===== src/rtl/lab3_dg_multiseg.sv =====
// lab3_dg_multiseg: key-history capture with a multiplexed multi-digit scan.
//
// A rising edge on key_valid pushes key_code into a NUM_DIGITS-deep history
// (newest in hist[0], oldest discarded when full). An independent prescaler
// walks digit_idx across the digits, presenting hist[digit_idx] on digit_code
// and one active-low anode per slot, with one all-off dead cycle at the start
// of each slot.
//
// Parameters: NUM_DIGITS (2..8), CODE_W, REFRESH_DIV (2..65536 cycles/slot).
// Ports:
//   int_osc     in   system clock, rising edge
//   reset       in   asynchronous active-low reset
//   key_valid   in   level key-pressed indication
//   key_code    in   code captured on a new key
//   clear       in   synchronous history clear (wins over a capture)
//   anode       out  active-low digit enables, at most one low
//   digit_code  out  code of the digit currently scanned
//   digit_idx   out  index of the digit currently scanned
//   digit_blank out  current slot blanked
// Optional: define LAB3_DG_LEADING_BLANK_EN to blank never-written digits.

// One history stage: holds a code and its written flag.
module lab3_dg_hist_cell #(
  parameter int CODE_W = 8
) (
  input  logic              int_osc,
  input  logic              reset,
  input  logic              clr,
  input  logic              shift,
  input  logic [CODE_W-1:0] d_code,
  input  logic              d_valid,
  output logic [CODE_W-1:0] q_code,
  output logic              q_valid
);
  always_ff @(posedge int_osc or negedge reset) begin
    if (!reset) begin
      q_code  <= '0;
      q_valid <= 1'b0;
    end else if (clr) begin
      q_code  <= '0;
      q_valid <= 1'b0;
    end else if (shift) begin
      q_code  <= d_code;
      q_valid <= d_valid;
    end
  end
endmodule

module lab3_dg_multiseg #(
  parameter int NUM_DIGITS  = 2,
  parameter int CODE_W      = 8,
  parameter int REFRESH_DIV = 16384
) (
  input  logic                          int_osc,
  input  logic                          reset,
  input  logic                          key_valid,
  input  logic [CODE_W-1:0]             key_code,
  input  logic                          clear,
  output logic [NUM_DIGITS-1:0]         anode,
  output logic [CODE_W-1:0]             digit_code,
  output logic [$clog2(NUM_DIGITS)-1:0] digit_idx,
  output logic                          digit_blank
);
  localparam int IDX_W = $clog2(NUM_DIGITS);
  localparam int CNT_W = $clog2(REFRESH_DIV);

  logic                             key_prev;
  logic                             cap;
  logic [NUM_DIGITS-1:0][CODE_W-1:0] hist_code;
  logic [NUM_DIGITS-1:0]            hist_vld;
  logic [CNT_W-1:0]                 cnt;

  // Edge detect: key_prev resets low so a key already held at reset release
  // is captured on the first clock.
  always_ff @(posedge int_osc or negedge reset) begin
    if (!reset) key_prev <= 1'b0;
    else        key_prev <= key_valid;
  end

  assign cap = key_valid & ~key_prev;

  // History shift chain; stage 0 takes the new key, stage g takes stage g-1.
  for (genvar g = 0; g < NUM_DIGITS; g++) begin : g_hist
    if (g == 0) begin : g_head
      lab3_dg_hist_cell #(.CODE_W(CODE_W)) u_cell (
        .int_osc (int_osc),
        .reset   (reset),
        .clr     (clear),
        .shift   (cap),
        .d_code  (key_code),
        .d_valid (1'b1),
        .q_code  (hist_code[g]),
        .q_valid (hist_vld[g])
      );
    end else begin : g_tail
      lab3_dg_hist_cell #(.CODE_W(CODE_W)) u_cell (
        .int_osc (int_osc),
        .reset   (reset),
        .clr     (clear),
        .shift   (cap),
        .d_code  (hist_code[g-1]),
        .d_valid (hist_vld[g-1]),
        .q_code  (hist_code[g]),
        .q_valid (hist_vld[g])
      );
    end
  end

  // Scan timing is free-running and never touched by capture or clear.
  always_ff @(posedge int_osc or negedge reset) begin
    if (!reset) begin
      cnt       <= '0;
      digit_idx <= '0;
    end else if (cnt == CNT_W'(REFRESH_DIV - 1)) begin
      cnt       <= '0;
      digit_idx <= (digit_idx == IDX_W'(NUM_DIGITS - 1)) ? '0 : digit_idx + 1'b1;
    end else begin
      cnt <= cnt + 1'b1;
    end
  end

  assign digit_code = hist_code[digit_idx];

  // Anode decode from registered cnt/digit_idx only, so a single bit can be
  // low; cnt==0 is the inter-digit dead cycle.
  always_comb begin
    anode       = '1;
    digit_blank = 1'b0;
`ifdef LAB3_DG_LEADING_BLANK_EN
    digit_blank = ~hist_vld[digit_idx];
`endif
    if (cnt != '0 && !digit_blank) anode[digit_idx] = 1'b0;
  end

`ifndef LAB3_DG_LEADING_BLANK_EN
  // Written flags only drive blanking; keep them observable for lint.
  logic unused_vld;
  assign unused_vld = ^hist_vld;
`endif
endmodule


===== config.mk =====
export PLATFORM = sky130hd
export DESIGN_NAME = lab3_dg_multiseg
export DESIGN_NICKNAME = d
export VERILOG_FILES = /design/src/rtl/lab3_dg_multiseg.sv
export SDC_FILE = /design/constraint.sdc
export NUM_CORES = 1
export LEC_CHECK = 0
export CORE_MARGIN = 2
export CORE_UTILIZATION = 40
export DETAILED_ROUTE_END_ITERATION = 16
export HOLD_SLACK_MARGIN = 0.02
export PLACE_DENSITY = 0.66
export SLEW_MARGIN = 20
export SYNTH_ARGS = -nofsm -noshare
export SYNTH_HDL_FRONTEND = slang
export SYNTH_SLANG_ARGS = --single-unit

===== constraint.sdc =====
create_clock -name int_osc -period 2.85 [get_ports int_osc]
set_input_delay 0.7125 -clock int_osc [delete_from_list [all_inputs] [get_ports int_osc]]
set_output_delay 0.7125 -clock int_osc [all_outputs]
set_load 0.01 [all_outputs]

# Word-level counts from Yosys, hierarchy flattened
# Index checks and enable logic that the tools add are counted.
[classes] n_addsub=2 n_eq_ne=1 bitwise_logic=3 n_reduce_logical=3 n_mux=11 n_lt_le_gt_ge=2
[op_table] op="$mux W8" count=6
[op_table] op="$add A14 B1 Y14 const B" count=1
[op_table] op="$eq A14 B14 Y1 const B" count=1
[op_table] op="$mux W14" count=1
[op_table] op="$reduce_bool A14 Y1" count=1
[op_table] op="$lt A1 B2 Y1 const B" count=1
[op_table] op="$mux W1" count=2
[op_table] op="$mux W2" count=1
[op_table] op="$not A2 Y2" count=1
[op_table] op="$reduce_bool A2 Y1" count=1
[op_table] op="$add A1 B1 Y1 const B" count=1
[op_table] op="$and A1 B1 Y1" count=1
[op_table] op="$demux W1 S1" count=1
[op_table] op="$ge A1 B1 Y1 const B" count=1
[op_table] op="$logic_and A1 B1 Y1" count=1
[op_table] op="$not A1 Y1" count=1
[totals] out_inout_bits=12 reg_bits=32 word_cells=27 input_bits=12

# Longest topological paths before layout
# Gate-level depths: netlist (run 1).
[logic_depth] word_depth=6 depth_mapped=6 ltp_nobuf=5

# By module
# A second synthesis (run 1) with hierarchy kept.
[hier_totals] cells_unflattened=145 hier_area_um2=1635.3
[by_module_without_submodules] module="lab3_dg_multiseg" seq_area_each_um2=400.4 area_per_inst_um2=907.1 instances=1 cells_each=87
[by_module_without_submodules] module="lab3_dg_hist_cell" seq_area_each_um2=225.2 area_per_inst_um2=364.1 instances=2 cells_each=29

# Worst setup path before layout (run 1)
# No wires, ideal clock.
[synth_path] path_kind="flip-flop to output port" from="register digit_idx" to="output digit_code[0]" t_arrival_ns=1.172 path_buffers=1 stages_incl_launch_ff=3 required_ns=2.138 setup_slack_ns=0.965 cell_sequence="dfrtp_1 clkbuf_1 mux2_2"
[synth_via] elab_chain_cells=2
[synth_lines] item="start, declared" line="61" text="output logic [$clog2(NUM_DIGITS)-1:0] digit_idx,"
[synth_lines] item="start signal, assigned" line="116" text="digit_idx <= (digit_idx == IDX_W'(NUM_DIGITS - 1)) ? '0 : digit_idx + 1'b1;"
[synth_lines] item="$mux W8 (implied by the code) (2 in series)" line="122" text="assign digit_code = hist_code[digit_idx];"
[synth_lines] item="end, declared" line="60" text="output logic [CODE_W-1:0] digit_code,"
# No other way between the ends. The select of a mux whose other input is x is not followed.

# Worst setup path after layout (run 1)
[layout_path] from="register cnt[0]" to="output anode[1]"
[layout_via] elab_chain_cells=2
[layout_lines] item="start, declared" line="71" text="logic [CNT_W-1:0] cnt;"
[layout_lines] item="start signal, assigned" line="118" text="cnt <= cnt + 1'b1;"
[layout_lines] item="$reduce_bool A14 Y1" line="132" text="if (cnt != '0 && !digit_blank) anode[digit_idx] = 1'b0;"
[layout_lines] item="$mux W2" line="132"
[layout_lines] item="end, declared" line="59" text="output logic [NUM_DIGITS-1:0] anode,"
# No other way between the ends.

==> impl_metrics.py, run 1 <==
metrics = {
    "logic_synthesis": {
        "yosysWarnings": 0,
        "synthTopCellsByArea": "dfrtp_1, nand2_1, a21oi_1",
        "synth_area_per_cell_um2": 9.70,
        "synth_ff_type": "dfrtp_1",
        "ys_ff_latch": 32,
        "synth_most_common_cell": "nand2_1",
        "synthTopCellsByCount": "nand2_1, dfrtp_1, a21oi_1, nor2_1, mux2_2",
        "synth_edf_count": 0,
        "seq_area_frac_synth_pct": 54.0,
        "synth_top_area_share_pct": 54.0,
        "syn-num-nets": 167,
        "syn_area_mm2": 0.00148,
        "synthCells": 153,
        "async_flop_share_pct": 100,
        "synth.distinct_cells": 26,
        "yosysTopAreaCell": "dfrtp_1",
    },
    "grt": {
        "overflow": 0,
        "grt_use_total_pct": 15.4,
        "antenna_found_initial": 0,
        "grt_pass1_wl_mm": 4.94,
        "grt_pass1_vias": 1113,
        "grt_max_degree": 33,
    },
    "placed_design": {
        "dp_hpwl_mm": 1.89,
        "portBuffers": 22,
        "place_inst": 216,
        "gp_congestion": 0.710,
        "place_ws_ps": 499,
    },
    "setup_path": {
        "cp_cell_sequence": "inv_1 > ha_1 > nor4b_1 > nand4_1 > nand2_1 > clkdlybuf4s50_1",
        "slowest_delay_ps": 540,
        "crit_type": "flop to output port",
        "cp-end-kind": "output port",
        "worst-path-max-fanout": 5,
        "start_kind": "flop",
        "critPathLaunch": "cnt[0]",
        "worstPathArrival_ps": 1940,
        "crit_family": "buffers and inverters",
        "crit_slowest_cell": "clkdlybuf4s50_1",
        "worstPathRequired_ps": 2140,
        "timing.critical_path.buf_inv": 2,
        "r2r_start": "cnt[0]",
    },
    "final_layout": {
        "fin_cells": 223,
        "nNetsFinal": 189,
        "area_growth_pct": 23.4,
        "drive_above_1_share_pct": 10.9,
        "antenna_cells": 0,
    },
    "clock_network": {
        "htree_levels": 2,
        "hold_buffers": 0,
        "cts_buffers": 5,
        "postCtsSetupRepairBufs": 0,
        "clk_latency_ps": 280,
        "cts_resized": 0,
        "cts_tree": "built",
        "clk_pin_slew_ps": 60,
        "cts_root_buffer": "clkbuf_8",
        "cts_buffer_depth": 2,
        "cts_sinks": 32,
    },
    "routing": {
        "antenna_left": 0,
        "drc_errors": 0,
        "routedWlPerCell_um": 12.4,
        "vias": 1074,
        "vias_per_cell": 4.82,
        "wl_mm": 2.77,
        "dr.pass1.iters": 4,
        "drtIter0Drc": 40,
    },
    "timing": {
        "post-route-period-util_pct": 92.9,
        "fin_tns_setup_ps": 0,
        "finalSetupViolCount": 0,
        "min_period_ps": 2650,
        "max_freq_ghz": 0.378,
        "worst_pin_slew_ps": 614,
        "setup_ws_ps": 202,
        "final-hold-violation-count": 0,
        "skew_ps": 2.90,
        "relSlewSlack_pct": 58.9,
        "drv_slew": 0,
        "rsz0062_at_grt": "no",
    },
    "die": {
        "die_area_mm2": 0.00421,
        "die_y_um": 64.9,
        "rows": 22,
        "start_util_pct": 41.2,
        "dieWidth_um": 64.9,
        "top_level_ports": 24,
        "fp.coreArea_mm2": 0.00361,
    },
    "hold_path": {
        "hold_path.startpoint": "cnt[12]",
        "min_path_type": "flop to flop",
    },
    "status": {
        "status": "completed",
    },
    "flow_run": {
        "drv_cap": 0,
    },
    "power": {
        "ir_worst_vdd_uv": 266,
        "power.density_mw_per_mm2": 491,
        "power_leakage_nw": 0.804,
    },
}
[placed cells by master (no fill, tap or decap), types with 2 or more instances in the layout]
cell type / instances
xor2_1: 3
ha_1: 2
inv_1: 3
nand3_1: 4
dfrtp_1: 32
a21oi_1: 18
nand2b_1: 2
nand2_1: 37
xnor2_1: 7
mux2_2: 8
nor3_1: 3
buf_4: 2
nor2_1: 11
clkbuf_8: 7
nor2b_1: 2
clkdlybuf4s50_1: 22
nand4_1: 3
and3_1: 2
[power by group]
group	internal, mW	switching [mW]	leakage, nW
clock network	0.215	0.153	0.0503
logic	0.0319	0.0320	0.327
registers	0.462	0.00471	0.427
total	0.709	0.190	0.804
[final cells by class]
cell class                      count  area [um2]
Inverter                            3        11.3
Tap cell                           48        60.1
Sequential cell                    32         801
Multi-Input combinational cell    109         627
Fill cell                         333        1780
Clock buffer                        7        96.3
Timing Repair Buffer               24         235
[flip-flops by register name (all words and copies together) (netlist names)]
| name | flops |
|---|---|
| cnt | 14 |
| digit_idx | 1 |
| g_hist.g_head.u_cell.q_code | 8 |
| g_hist.g_tail.u_cell.q_code | 8 |
| key_prev | 1 |
[per-stage QoR]
stage	util [%]	hold WS [ps]	instance area (um2)	power [mW]
floorplan	-	417	1480	0.501
CTS	50.8	507	1830	0.910
detailed placement	48.1	492	1730	0.540
finish	50.8	501	1830	0.898
global route	50.8	522	1830	0.937
global placement	48.1	486	1730	0.538
[worst paths after layout]
| check | end | slack (ps) | cells past startpoint |
|---|---|---|---|
| min reg2reg | cnt[12] | 500 | 1 |
| min | cnt[12] | 500 | 1 |
| min in group asynchronous | cnt[10] | 820 | 2 |
| max in group asynchronous | g_hist[1].g_tail.u_cell.q_code[3] | 1730 | 2 |
| max reg2reg | cnt[11] | 1110 | 5 |
| max | anode[1] | 200 | 6 |
[metal layers]
layer	up-vias	part of all wire, %	GRT usage (%)
li1	543	-	-
met1	509	47	18.7
met2	17	48	25.6
met3	5	3.1	3.13
met4	0	2.1	7.98
met5	-	0	0
[kinds of logic after synthesis]
group / Yosys count / synth area share, %
buffers and inverters: 12 / 3.79
and+or+nand+nor: 67 / 20.1
AOI/OAI and AO/OA: 19 / 6.49
other: 1 / 0.253
muxes: 9 / 6.75
xor gates and xnor gates: 11 / 7.00
adders and majority gates: 2 / 1.69
DFF: 32 / 54.0
Note: power is estimated with default switching activity, not from simulation.
==> run 2: changes to the inputs <==
GPL_TIMING_DRIVEN = 0   (was default)
==> impl_metrics.py, run 2 (synthesized netlist as in run 1, its figures left out) <==
metrics = {
    "status": {
        "status": "completed",
    },
    "clock_network": {
        "cts_root_buffer": "clkbuf_8",
        "clk_latency_ps": 270,
        "hold_buffers": 0,
        "cts_sinks": 32,
        "cts_buffers": 5,
        "cts_tree": "built",
        "cts_buffer_depth": 2,
        "htree_levels": 2,
        "clk_pin_slew_ps": 60,
    },
    "routing": {
        "antenna_left": 0,
        "wl_met2_mm": 1.35,
        "vias": 1135,
        "wl_met3_um": 136,
        "vias_per_cell": 4.96,
        "routedWlPerCell_um": 12.4,
        "dr.pass1.iters": 4,
        "wl_met1_mm": 1.29,
        "routed.top_layer": "met4",
        "drc_errors": 0,
        "drtIter0Drc": 64,
        "wl_mm": 2.84,
    },
    "power": {
        "power.density_mw_per_mm2": 479,
        "power_leakage_nw": 0.804,
        "p_total_mw": 0.879,
        "ir_worst_vdd_uv": 296,
    },
    "timing": {
        "skew_ps": 6.06,
        "max_freq_ghz": 0.370,
        "worst_pin_slew_ps": 696,
        "relSlewSlack_pct": 53.6,
        "whs_ps": 481,
        "fin_tns_setup_ps": 0,
        "min_period_ps": 2700,
        "finalSetupViolCount": 0,
        "post-route-period-util_pct": 94.8,
        "final-hold-violation-count": 0,
        "rsz0062_at_grt": "no",
        "drv_slew": 0,
    },
    "setup_path": {
        "worstPathArrival_ps": 1990,
        "r2r_end": "digit_idx",
        "r2r_slack_ps": 1230,
        "r2r_cells": 6,
        "critPathLaunch": "cnt[0]",
        "worstPathRequired_ps": 2140,
        "r2r_start": "cnt[0]",
        "start_kind": "flop",
        "cp-end-kind": "output port",
        "crit_type": "flop to output port",
        "worst-path-max-fanout": 5,
        "endpoint": "anode[1]",
    },
    "final_layout": {
        "final_common_cell": "nand2_1",
        "largest_reg_flops": 14,
        "nNetsFinal": 194,
        "antenna_cells": 0,
        "reg.largest.list": "cnt: 14 flops, g_hist.g_head.u_cell.q_code: 8 flops, g_hist.g_tail.u_cell.q_code: 8 flops",
        "layout_common_cells": "nand2_1, dfrtp_1, clkdlybuf4s50_1, a21oi_1, nor2_1",
        "drive_above_1_share_pct": 10.5,
        "area_growth_pct": 23.7,
        "regMostFlops": "cnt",
        "final_cell_area_mm2": 0.00184,
    },
    "die": {
        "die_y_um": 64.9,
        "start_util_pct": 41.2,
        "fp.coreArea_mm2": 0.00361,
        "rows": 22,
        "top_level_ports": 24,
        "dieWidth_um": 64.9,
        "die_area_mm2": 0.00421,
    },
    "flow_run": {
        "drv_cap": 0,
    },
    "hold_path": {
        "min_path_type": "primary input to async pin",
    },
    "placed_design": {
        "gp_congestion": 0.741,
        "dp_hpwl_mm": 2.00,
        "placed_cell_area_mm2": 0.00175,
        "portBuffers": 21,
    },
    "grt": {
        "grt_pass1_vias": 1145,
        "grt_pass1_wl_mm": 4.86,
        "antenna_found_initial": 0,
        "overflow": 0,
        "grt_use_total_pct": 15.0,
        "grt_max_degree": 33,
    },
}
[run 2: cell count changes in the layout (fill, tap and decap cells not counted)]
cell / delta
clkbuf_1: +7
clkdlybuf4s50_1: -2
buf_2: +1
buf_4: -1
clkbuf_8: -1
buf_6: +1
buf_1: +1
[run 2: repair_timing]
item / 4_1_cts / 5_1_grt
endpoints found under the hold margin: 0 / 0
gates resized for setup: 0 / 0
setup endpoints to repair: 0 / 7
setup buffers: 0 / 0
[run 2: stage by stage]
step | setup slack [ps] | utilization (%) | cells
after global routing | 83.7 | 50.9 | 229
after detailed placement | 347 | 48.5 | 222
after CTS | 54.3 | 51.0 | 230
final | 147 | 50.9 | 229
after global placement | 338 | 48.6 | 222
after floorplan | 965 | - | 153
[run 2: worst max-delay path, cell delays in order, from the launching register on]
cell	delay, ps
dfrtp_1	420
inv_1	80
ha_1	140
nor4b_1	270
nand4_1	170
nand2_1	100
clkdlybuf4s50_1	540
[run 2: area by class of cell]
type                    count  area, um2
plain buffers               8       41.3
clock buffers               8       90.1
fillers                   345       1770
inverters                   3       11.3
multi-input cells         109        627
flip-flops and latches     32        801
well taps                  48       60.1
repair buffers             21        205
[run 2: worst min-delay path by stage]
stage / to / slack (ps) / startpoint / cells past startpoint
3_5_place_dp: cnt[12] / 490 / cnt[12] / 1
3_3_place_gp: cnt[12] / 480 / cnt[12] / 1
5_1_grt: g_hist[0].g_head.u_cell.q_code[2] / 530 / reset / 1
2_1_floorplan: cnt[0] / 420 / reset / 0
4_1_cts: cnt[0] / 510 / reset / 1
6_report: cnt[13] / 480 / reset / 1
[run 2: routing by layer]
metal  vias up  track usage (%)
met5         -                0
met4         0             7.71
met3         9             3.82
met2        24             25.5
met1       550             17.3
li1        552                -
[run 2: report_power, final]
| group | leakage [nW] | internal, mW | switching (mW) |
|---|---|---|---|
| registers | 0.427 | 0.462 | 0.00477 |
| logic | 0.332 | 0.0307 | 0.0322 |
| clock network | 0.0455 | 0.197 | 0.152 |
| total | 0.804 | 0.689 | 0.189 |
